===== config.mk =====
export PLATFORM = sky130hd
export DESIGN_NAME = irq_timer_ctrl
export DESIGN_NICKNAME = d
export VERILOG_FILES = /design/src/rtl/irq_timer_ctrl.sv
export SDC_FILE = /design/constraint.sdc
export NUM_CORES = 1
export LEC_CHECK = 0
export ABC_AREA = 1
export CELL_PAD_IN_SITES_DETAIL_PLACEMENT = 1
export CELL_PAD_IN_SITES_GLOBAL_PLACEMENT = 2
export CORE_ASPECT_RATIO = 1.1
export CORE_MARGIN = 8
export CORE_UTILIZATION = 30
export CTS_CLUSTER_DIAMETER = 120
export CTS_CLUSTER_SIZE = 8
export DETAILED_ROUTE_END_ITERATION = 16
export PLACE_DENSITY_LB_ADDON = 0.1
export SLEW_MARGIN = 20
export SYNTH_ARGS = -nofsm -noshare
export SYNTH_HDL_FRONTEND = slang
export SYNTH_SLANG_ARGS = --single-unit

===== constraint.sdc =====
create_clock -name clk -period 4.45 [get_ports clk]
set_input_delay 0.89 -clock clk [delete_from_list [all_inputs] [get_ports clk]]
set_output_delay 0.89 -clock clk [all_outputs]
set_load 0.01 [all_outputs]

===== src/rtl/irq_timer_ctrl.sv =====
// Memory-mapped reload timer and three-source interrupt controller.
// The controller holds off irq while a handler is in service, from irq_ack until irq_ret.
module irq_timer_ctrl #(
    parameter logic [31:0] BASE_ADDR = 32'h40000000
) (
    input  logic        clk,
    input  logic        reset,
    input  logic        rd,
    input  logic        wr,
    input  logic [31:0] addr,
    input  logic [31:0] wdata,
    output logic [31:0] rdata,
    input  logic        uart_rx_done,
    input  logic        uart_tx_done,
    input  logic        irq_ack,
    input  logic        irq_ret,
    output logic        irq
);

    localparam int unsigned DW   = 32;
    localparam int unsigned NSRC = 3;

    localparam logic [7:0] OFF_TH     = 8'h00;
    localparam logic [7:0] OFF_TL     = 8'h04;
    localparam logic [7:0] OFF_TCON   = 8'h08;
    localparam logic [7:0] OFF_IEN    = 8'h0C;
    localparam logic [7:0] OFF_IPEND  = 8'h10;
    localparam logic [7:0] OFF_ICAUSE = 8'h14;

    typedef enum logic {
        ST_IDLE,
        ST_SERVICE
    } state_t;

    state_t          state, state_next;
    logic [DW-1:0]   th, tl, tl_next;
    logic            run;
    logic [NSRC-1:0] ien, ipend, ipend_next;
    logic [1:0]      cause, cause_next, sel;
    logic            rx_q, tx_q;

    logic            hit;
    logic            wr_th, wr_tl, wr_tcon, wr_ien, wr_ipend;
    logic            timer_ev;
    logic [NSRC-1:0] events, active, w1c, ack_clr;
    logic            in_service, ack_take, ret_take;

    assign hit      = (addr[31:8] == BASE_ADDR[31:8]);
    assign wr_th    = wr && hit && (addr[7:0] == OFF_TH);
    assign wr_tl    = wr && hit && (addr[7:0] == OFF_TL);
    assign wr_tcon  = wr && hit && (addr[7:0] == OFF_TCON);
    assign wr_ien   = wr && hit && (addr[7:0] == OFF_IEN);
    assign wr_ipend = wr && hit && (addr[7:0] == OFF_IPEND);

    // Timer: a CPU write to TL overrides both increment and reload.
    always_comb begin
        tl_next  = tl;
        timer_ev = 1'b0;
        if (wr_tl) begin
            tl_next = wdata;
        end else if (run) begin
            if (tl == 32'hFFFFFFFF) begin
                tl_next  = th;
                timer_ev = 1'b1;
            end else begin
                tl_next = tl + 32'd1;
            end
        end
    end

    assign in_service = (state == ST_SERVICE);
    assign events     = {uart_tx_done & ~tx_q, uart_rx_done & ~rx_q, timer_ev};
    assign active     = ipend & ien;
    assign irq        = (|active) & ~in_service;
    assign ack_take   = irq_ack & irq;
    assign ret_take   = irq_ret & in_service;

    // Fixed priority: timer > rx > tx.
    always_comb begin
        sel = 2'd2;
        if (active[0]) begin
            sel = 2'd0;
        end else if (active[1]) begin
            sel = 2'd1;
        end
    end

    // New events win over W1C and ack clears of the same bit.
    always_comb begin
        w1c        = wr_ipend ? wdata[NSRC-1:0] : '0;
        ack_clr    = ack_take ? NSRC'(3'b001 << sel) : '0;
        ipend_next = (ipend & ~w1c & ~ack_clr) | events;
    end

    always_comb begin
        state_next = state;
        cause_next = cause;
        case (state)
            ST_IDLE: begin
                if (ack_take) begin
                    state_next = ST_SERVICE;
                    cause_next = sel;
                end
            end
            ST_SERVICE: begin
                if (ret_take) begin
                    state_next = ST_IDLE;
                end
            end
            default: state_next = ST_IDLE;
        endcase
    end

    always_ff @(posedge clk or negedge reset) begin
        if (!reset) begin
            state <= ST_IDLE;
            cause <= 2'd0;
            th    <= '0;
            tl    <= '0;
            run   <= 1'b0;
            ien   <= '0;
            ipend <= '0;
            rx_q  <= 1'b0;
            tx_q  <= 1'b0;
        end else begin
            state <= state_next;
            cause <= cause_next;
            tl    <= tl_next;
            ipend <= ipend_next;
            rx_q  <= uart_rx_done;
            tx_q  <= uart_tx_done;
            if (wr_th)   th  <= wdata;
            if (wr_tcon) run <= wdata[0];
            if (wr_ien)  ien <= wdata[NSRC-1:0];
        end
    end

    // Read mux; unmapped offsets and other windows read zero.
    always_comb begin
        rdata = '0;
        if (rd && hit) begin
            case (addr[7:0])
                OFF_TH:     rdata = th;
                OFF_TL:     rdata = tl;
                OFF_TCON:   rdata = {31'd0, run};
                OFF_IEN:    rdata = {29'd0, ien};
                OFF_IPEND:  rdata = {29'd0, ipend};
                OFF_ICAUSE: rdata = {in_service, 29'd0, cause};
                default:    rdata = '0;
            endcase
        end
    end

endmodule


Word-level counts from Yosys, hierarchy flattened. Cells that the tools add are included.

Register bits after elaboration: 76. Bits of input ports: 72. Word-level logic and storage cells: 58.

Eq/ne operators: 7. Mux-type cells: 15. Bitwise logic cells: 14. $add $sub $neg: 1. Shift operators: 1. Reductions and logical operators: 11.

Operator list (number): 32-bit case mux with 6 select lines (1); 32-bit 2-to-1 mux (4); 32-bit by 1-bit adder with 32-bit output, second input constant (1); 32-bit equality test, second input constant (1); 24-bit by 23-bit equality test with 1-bit output, second input constant (1); 8-bit by 4-bit equality test with 1-bit output, second input constant (2); 8-bit by 5-bit equality test with 1-bit output, second input constant (2); 3-bit bitwise AND (3); 8-bit by 3-bit equality test with 1-bit output, second input constant (1); 8-bit logical NOT (1); 1-bit logical AND (7); 3-bit 2-to-1 mux (2); 3-bit NOT (2); 1-bit bitwise AND (5); 1-bit 2-to-1 mux (5); 2-bit 2-to-1 mux (2); 1-bit NOT (3); 3-bit bitwise OR (1); 3-bit OR reduction (1); 1-bit by 2-bit left shift with 3-bit output, first input constant (1); 1-bit case mux with 2 select lines (1); 2-bit AND reduction (1); 2-bit nonzero test (1).

Depth between registers and ports, before layout. Gate-level depths: netlist of the first run.

Depth in word-level cells: 8. Gate-level depth with buffers: 12. Depth with buffers taken out: 11.

Worst setup path before layout of the first run. Ideal clock, no wire load.

Path kind: in2out. Start: input addr[23]. End: output rdata[13]. Stages on the path: 8. Path buffers: 1. Slack: 1555 ps. Arrival time: 2005 ps. Data required time: 3560 ps. Cells stage by stage: nor2_1 nand2_1 nor2_1 nand2_1 nor2_1 nand4_1 clkbuf_1 a21oi_1.

Cells in the longest elaborated chain, start to end: 3.

RTL lines: start: declaration (line 10) `input logic [31:0] addr,`; 24-bit by 23-bit equality test with 1-bit output (line 48) `assign hit = (addr[31:8] == BASE_ADDR[31:8]);`; 1-bit logical AND (line 141) `if (rd && hit) begin`; 32-bit 2-to-1 mux (line 141); end: declaration (line 12) `output logic [31:0] rdata,`.

Every way passes these cells.

Final worst setup path of the first run.
Start: input addr[1]. End: output rdata[1].

Cells in the longest elaborated chain, start to end: 3. Elaborated cells on any way between the ends: 8.

RTL lines: 8-bit by 5-bit equality test with 1-bit output, or another cell as far along (line 142) `case (addr[7:0])`; 32-bit case mux with 6 select lines (*) (line 142); 32-bit 2-to-1 mux (*) (line 141).

Mark *: on every way between the ends. The rest lies on a longest branch, timed or not.

==> qor.csv, run 1 <==
metric,value,unit
required,3.56,ns
hold_viol_final,0,
cts_hold_buffers,0,
dpl.cell_count,1147,
critPathKind,in2out,
drv_slew,0,
grt_pass1_vias,6374,
antenna_found_initial,0,
grt_overflow,0,
nets,993,
die_area,22300,µm²
drv_cap,0,
period_share,94.8,%
wl,20400,µm
finalClockSkew,0.00678,ns
post-place-ws,0.193,ns
drc,0,
crit_path_start,addr[1],
yosys-top-cells-area,"dfrtp_1 36%, nand2_1 23%, nand3_1 12%, nor2_1 4.4%, inv_1 4.3%",
yosys_warnings,0,
grt_max_degree,77,
timing.max_slew.rel_slack,36.5,%
p_leak,2.86,nW
status,finished clean,
die_width,143,µm
yosys.area.top_type,dfrtp_1,
synth_seq_area_share,35.7,%
seqCellArea,1900,µm²
syn-instance-count,830,
synth.top_cell.area_share,35.7,%
synth_edf_count,0,
syn_avg_cell_area,6.42,µm²
tightestPinTransition,0.951,ns
hold_slack,0.420,ns
hpwl,14800,µm
fin_crit,4.22,ns
cp_slowest_stage_delay,0.55,ns
clk_latency,0.35,ns
layout.cells.non_filler,1163,
clock.fmax,0.237,GHz
path_clk_slew,0.07,ns
syn_nets,903,
finalSetupViolCount,0,
grt_pass1_wl,33600,µm
ys_seq_elements,76,
io_buffers,104,
startpoint_type,input pin,
rsz0062_at_grt,false,
track_usage,19.2,%
clkPwrFrac,47.5,%
cp-end-kind,output port,
cp_max_fo,16,
syn_to_final_growth,28.7,%
drive_above_1_share,6.16,%
yosysUniqueCellTypes,37,
r2r-start,tl[1],
drt_iter0_markers,285,
swShare,24.9,%
synth_area,5330,µm²
synth-async-reset-ratio,100,%
core_area,17500,µm²
post_cts_buffers,0,
cts_sinks,76,
num_vias,5800,
worstHoldPathType,reg2reg,
worstHoldStart,rx_q,
nFillCells,2262,
p_per_area,219,nW/µm²
ant_nets,0,
cts_made_buffers,9,
setup_ws,0.231,ns
multi_input_area,2980,µm²
htreeDepth,3,
crit_slowest_cell,clkdlybuf4s50_1,
drtPass1Iterations,4,
p_seq_share,46.0,%
vdd_drop_max,0.158,mV
vias_per_cell,4.99,
p_int,0.00113,W
critPathArrivalTime,3.33,ns
p_sw,0.000374,W
fp-row-count,51,
die_h,156,µm
total_power,0.00151,W
clk_path_buf_depth,2,
fin_tns_setup,0,ns
wl_per_cell,17.5,µm
root_buffer,clkbuf_16,
synth_flop_cell,dfrtp_1,
tritoncts,yes,
start_util,30.4,%
pwr-share-comb,6.5,%
cts_resized,0,
ioPinCount,105,
crit_chain,clkdlybuf4s50_1 > nor2_2 > nand2_1 > nor2_1 > nand2_1 > inv_2 > buf_12 > nand2_1 > o21ai_0 > nor2_1 > nor2_1 > clkdlybuf4s50_1,
antenna_cells,0,
routabilityCongestion,0.868,
-- worst max-delay path, delay by kind of cell --
family                 cells  cell delay (ns)
AND/OR/NAND/NOR            7             0.84
buffers and inverters      4             1.51
AO/OA/AOI/OAI              1             0.07
-- routing by layer --
layer / track usage [%] / up-vias / part of all wire (%)
li1: - / 2845 / -
met1: 22.6 / 2842 / 44
met2: 34.5 / 89 / 51
met3: 2.60 / 24 / 3.2
met4: 6.69 / 0 / 2.1
met5: 0 / - / 0
-- cells in the final DEF, fill, tap and decap left out, types with 2 or more instances in the layout --
cell / synthesis / layout
a21oi_1: 30 / 30
buf_12: 0 / 2
buf_4: 5 / 9
clkbuf_16: 0 / 9
clkdlybuf4s50_1: 0 / 103
clkinv_1: 3 / 3
clkinv_2: 1 / 2
clkinvlp_4: 0 / 4
dfrtp_1: 76 / 76
inv_1: 61 / 61
inv_2: 2 / 2
nand2_1: 327 / 327
nand2_2: 7 / 7
nand3_1: 130 / 130
nand3b_1: 8 / 8
nand4_1: 21 / 21
nor2_1: 63 / 63
nor2_2: 7 / 7
nor2_4: 4 / 4
nor3_1: 3 / 3
o21ai_0: 20 / 20
o21ai_1: 4 / 4
o22ai_1: 2 / 2
xnor2_1: 7 / 7
xor2_1: 5 / 5
-- metrics by stage --
stage          area [µm²]  util [%]
2_1_floorplan        5330         -
3_3_place_gp         6580      37.5
3_5_place_dp         6580      37.5
4_1_cts              6860      39.1
5_1_grt              6860      39.1
6_report             6860      39.1
-- flip-flops by register name, summed over array words and instances (netlist names) --
signal / flops
th: 32
tl: 32
ien: 3
ipend: 3
cause: 2
in_service: 1
run: 1
rx_q: 1
tx_q: 1
-- cell usage after synthesis, types with 2 or more instances --
cell type and n:
nand4_1 21, xnor2_1 7, nand2_1 327, nand2_2 7, buf_4 5, buf_2 14, nor2_1 63, nor2_2 7
clkinv_1 3, nand3_1 130, o21ai_0 20, xor2_1 5, inv_1 61, buf_6 3, o21ai_1 4, a21oi_1 30
nor2_4 4, inv_2 2, dfrtp_1 76, nand3b_1 8, o22ai_1 2, nor3_1 3, clkbuf_1 14
-- cell families (layout without fill, tap and decap cells) --
logic type / count (synthesis) / count (layout) / share of synthesized area [%]
AOI/OAI and AO/OA: 60 / 60 / 5.87
DFF: 76 / 76 / 35.7
buffers and inverters: 103 / 198 / 8.38
and+or+nand+nor: 578 / 578 / 47.9
xor gates and xnor gates: 12 / 12 / 1.97
adders and majority gates: 1 / 1 / 0.235
-- power by group through the flow --
stage / logic [W] / clock network [W] / registers [W]
after global placement: 0.0000979 / 0 / 0.000706
after CTS: 0.000100 / 0.000734 / 0.000693
final: 0.0000983 / 0.000714 / 0.000693
after detailed placement: 0.0000996 / 0 / 0.000706
after floorplan: 0.0000105 / 0 / 0.000706
after global routing: 0.000108 / 0.000761 / 0.000692
-- worst paths after layout --
kind                                  to  slack [ns]  cells past startpoint
worst max-delay path            rdata[1]        0.23                     12
worst min-delay path            ipend[1]        0.42                      1
worst max register to register     tl[3]        2.01                     11
worst min register to register  ipend[1]        0.42                      1
max in group asynchronous         tl[25]        3.32                      1
min in group asynchronous         th[17]        0.57                      1
-- final cells by class --
| type | count | share of cell area (%) |
|---|---|---|
| tap | 238 | 4.34 |
| multi-input combinational | 651 | 43.5 |
| inverter | 67 | 3.68 |
| clock inverter | 7 | 0.766 |
| clock buffer | 9 | 3.28 |
| sequential | 76 | 27.7 |
| timing repair buffer | 115 | 16.8 |
Power figures use the tool's default switching activity.
==> inputs of run 2 (changes only) <==
--- a/config.mk
+++ b/config.mk
@@ -14,7 +14,9 @@
 export CTS_CLUSTER_DIAMETER = 120
 export CTS_CLUSTER_SIZE = 8
 export DETAILED_ROUTE_END_ITERATION = 16
-export PLACE_DENSITY_LB_ADDON = 0.1
+export MAX_ROUTING_LAYER = met4
+export PLACE_DENSITY = 0.85
+export SETUP_SLACK_MARGIN = 0.02
 export SLEW_MARGIN = 20
 export SYNTH_ARGS = -nofsm -noshare
 export SYNTH_HDL_FRONTEND = slang
==> qor.csv, run 2 (synthesized netlist as in run 1, its figures left out) <==
metric,value,unit
status,finished clean,
cp_max_fo,10,
p_per_area,239,nW/µm²
num_vias,5727,
cts_sinks,76,
htreeDepth,3,
drc,0,
cts_hold_buffers,0,
vdd_drop_max,0.124,mV
fin_crit,4.22,ns
fp-row-count,51,
cts_resized,0,
p_leak,2.91,nW
clk_path_buf_depth,2,
start_util,30.4,%
die_width,143,µm
crit_slowest_cell,clkdlybuf4s50_1,
hpwl,13900,µm
die_area,22300,µm²
clk_latency,0.35,ns
core_area,17500,µm²
worstHoldPathType,reg2reg,
critPathArrivalTime,3.33,ns
drv_cap,0,
rsz0062_at_grt,false,
vias_per_cell,4.92,
min_delay_path_depth,1,
ant_nets,0,
die_h,156,µm
post_cts_buffers,0,
required,3.56,ns
place_area,6610,µm²
grt_overflow,0,
r2r-end,tl[14],
grt_pass1_vias,6176,
drive_above_1_share,6.26,%
startpoint_type,input pin,
final_cell_mix,"327 x nand2_1, 130 x nand3_1, 103 x clkdlybuf4s50_1",
path_delay_family,buffers and inverters,
final_area,6960,µm²
period_share,94.8,%
cts_made_buffers,9,
drt_iter0_markers,290,
r2r_cells,5,
hold_viol_final,0,
cpMostUsedCell,nand2_1,
timing.max_slew.rel_slack,32.7,%
tritoncts,yes,
nets,995,
grt_max_degree,77,
fin_tns_setup,0,ns
reg.largest.list,"th: 32 flops, tl: 32 flops",
routabilityCongestion,0.865,
crit_chain,clkdlybuf4s50_1 > nor2_2 > nand2_1 > nor2_1 > nand2_1 > inv_2 > buf_4 > nand2_1 > a31oi_1 > clkdlybuf4s50_1,
drtPass1Iterations,4,
io_buffers,104,
root_buffer,clkbuf_16,
drv_slew,0,
crit_buf_inv,4,
finalClockSkew,0.00577,ns
antenna_cells,0,
antenna_found_initial,0,
r2r-start,run,
clock.fmax,0.237,GHz
cp-end-kind,output port,
wl,19500,µm
syn_to_final_growth,30.4,%
track_usage,18.7,%
tightestPinTransition,1.01,ns
critPathKind,in2out,
grt_pass1_wl,32000,µm
mostFrequentLayoutCell,nand2_1,
cp_slowest_stage_delay,0.60,ns
path_clk_slew,0.06,ns
regToRegSetupSlack,2.01,ns
wl_per_cell,16.7,µm
worstHoldEndpoint,ipend[1],
ioPinCount,105,
finalSetupViolCount,0,
worstHoldStart,rx_q,
run 2: cell types whose count changed in the layout (fill, tap and decap cells not counted):
cell        previous run  this run
buf_4                  9        10
buf_12                 2         3
inv_6                  1         0
clkinv_2               2         1
clkinv_4               1         0
clkinvlp_4             4         3
clkbuf_1               0         1
bufinv_16              0         3
run 2: per-stage QoR:
| stage | power [W] | setup WS, ns | hold slack, ns | util [%] | cells |
|---|---|---|---|---|---|
| after floorplan | 0.000716 | 1.55 | 0.400 | - | 830 |
| after global placement | 0.000805 | 0.346 | 0.403 | 37.7 | 1149 |
| after detailed placement | 0.000807 | 0.249 | 0.412 | 37.7 | 1149 |
| after CTS | 0.00168 | 0.255 | 0.421 | 39.6 | 1165 |
| after global routing | 0.00171 | 0.144 | 0.429 | 39.6 | 1165 |
| final | 0.00166 | 0.230 | 0.417 | 39.6 | 1165 |
run 2: worst max path at each step:
| stage | slack [ns] | endpoint | depth (start not counted) | startpoint |
|---|---|---|---|---|
| after CTS | 0.26 | rdata[31] | 10 | addr[1] |
| after floorplan | 1.55 | rdata[13] | 8 | addr[23] |
| final | 0.23 | rdata[31] | 10 | addr[1] |
| after detailed placement | 0.25 | rdata[31] | 10 | addr[1] |
| after global placement | 0.35 | rdata[31] | 10 | addr[1] |
| after global routing | 0.14 | rdata[31] | 10 | addr[7] |
run 2: power by group:
group / switching, W / total (W) / internal, W
logic: 0.0000396 / 0.0000984 / 0.0000588
registers: 0.000000399 / 0.000693 / 0.000693
clock network: 0.000319 / 0.000868 / 0.000549
run 2: final cells by class:
class	instances	area, µm²
fill	2263	10600
sequential	76	1900
clock inverter	6	113
clock buffer	10	229
inverter	67	253
timing repair buffer	117	1180
tap	238	298
multi-input combinational	651	2980
run 2: worst reg2reg max path: cells and delay by family, from the launching register on:
family | cells | cell delay [ns]
DFF | 1 | 0.80
and+or+nand+nor | 3 | 1.09
buffers and inverters | 2 | 0.49
run 2: metal layers:
metal | routed length (µm) | vias to the layer above | global-route usage [%]
met1 | 8940 | 2763 | 23.0
met4 | 171 | 0 | 4.20
met3 | 647 | 12 | 3.18
met5 | 0 | - | -
met2 | 9690 | 98 | 31.5
li1 | - | 2854 | -
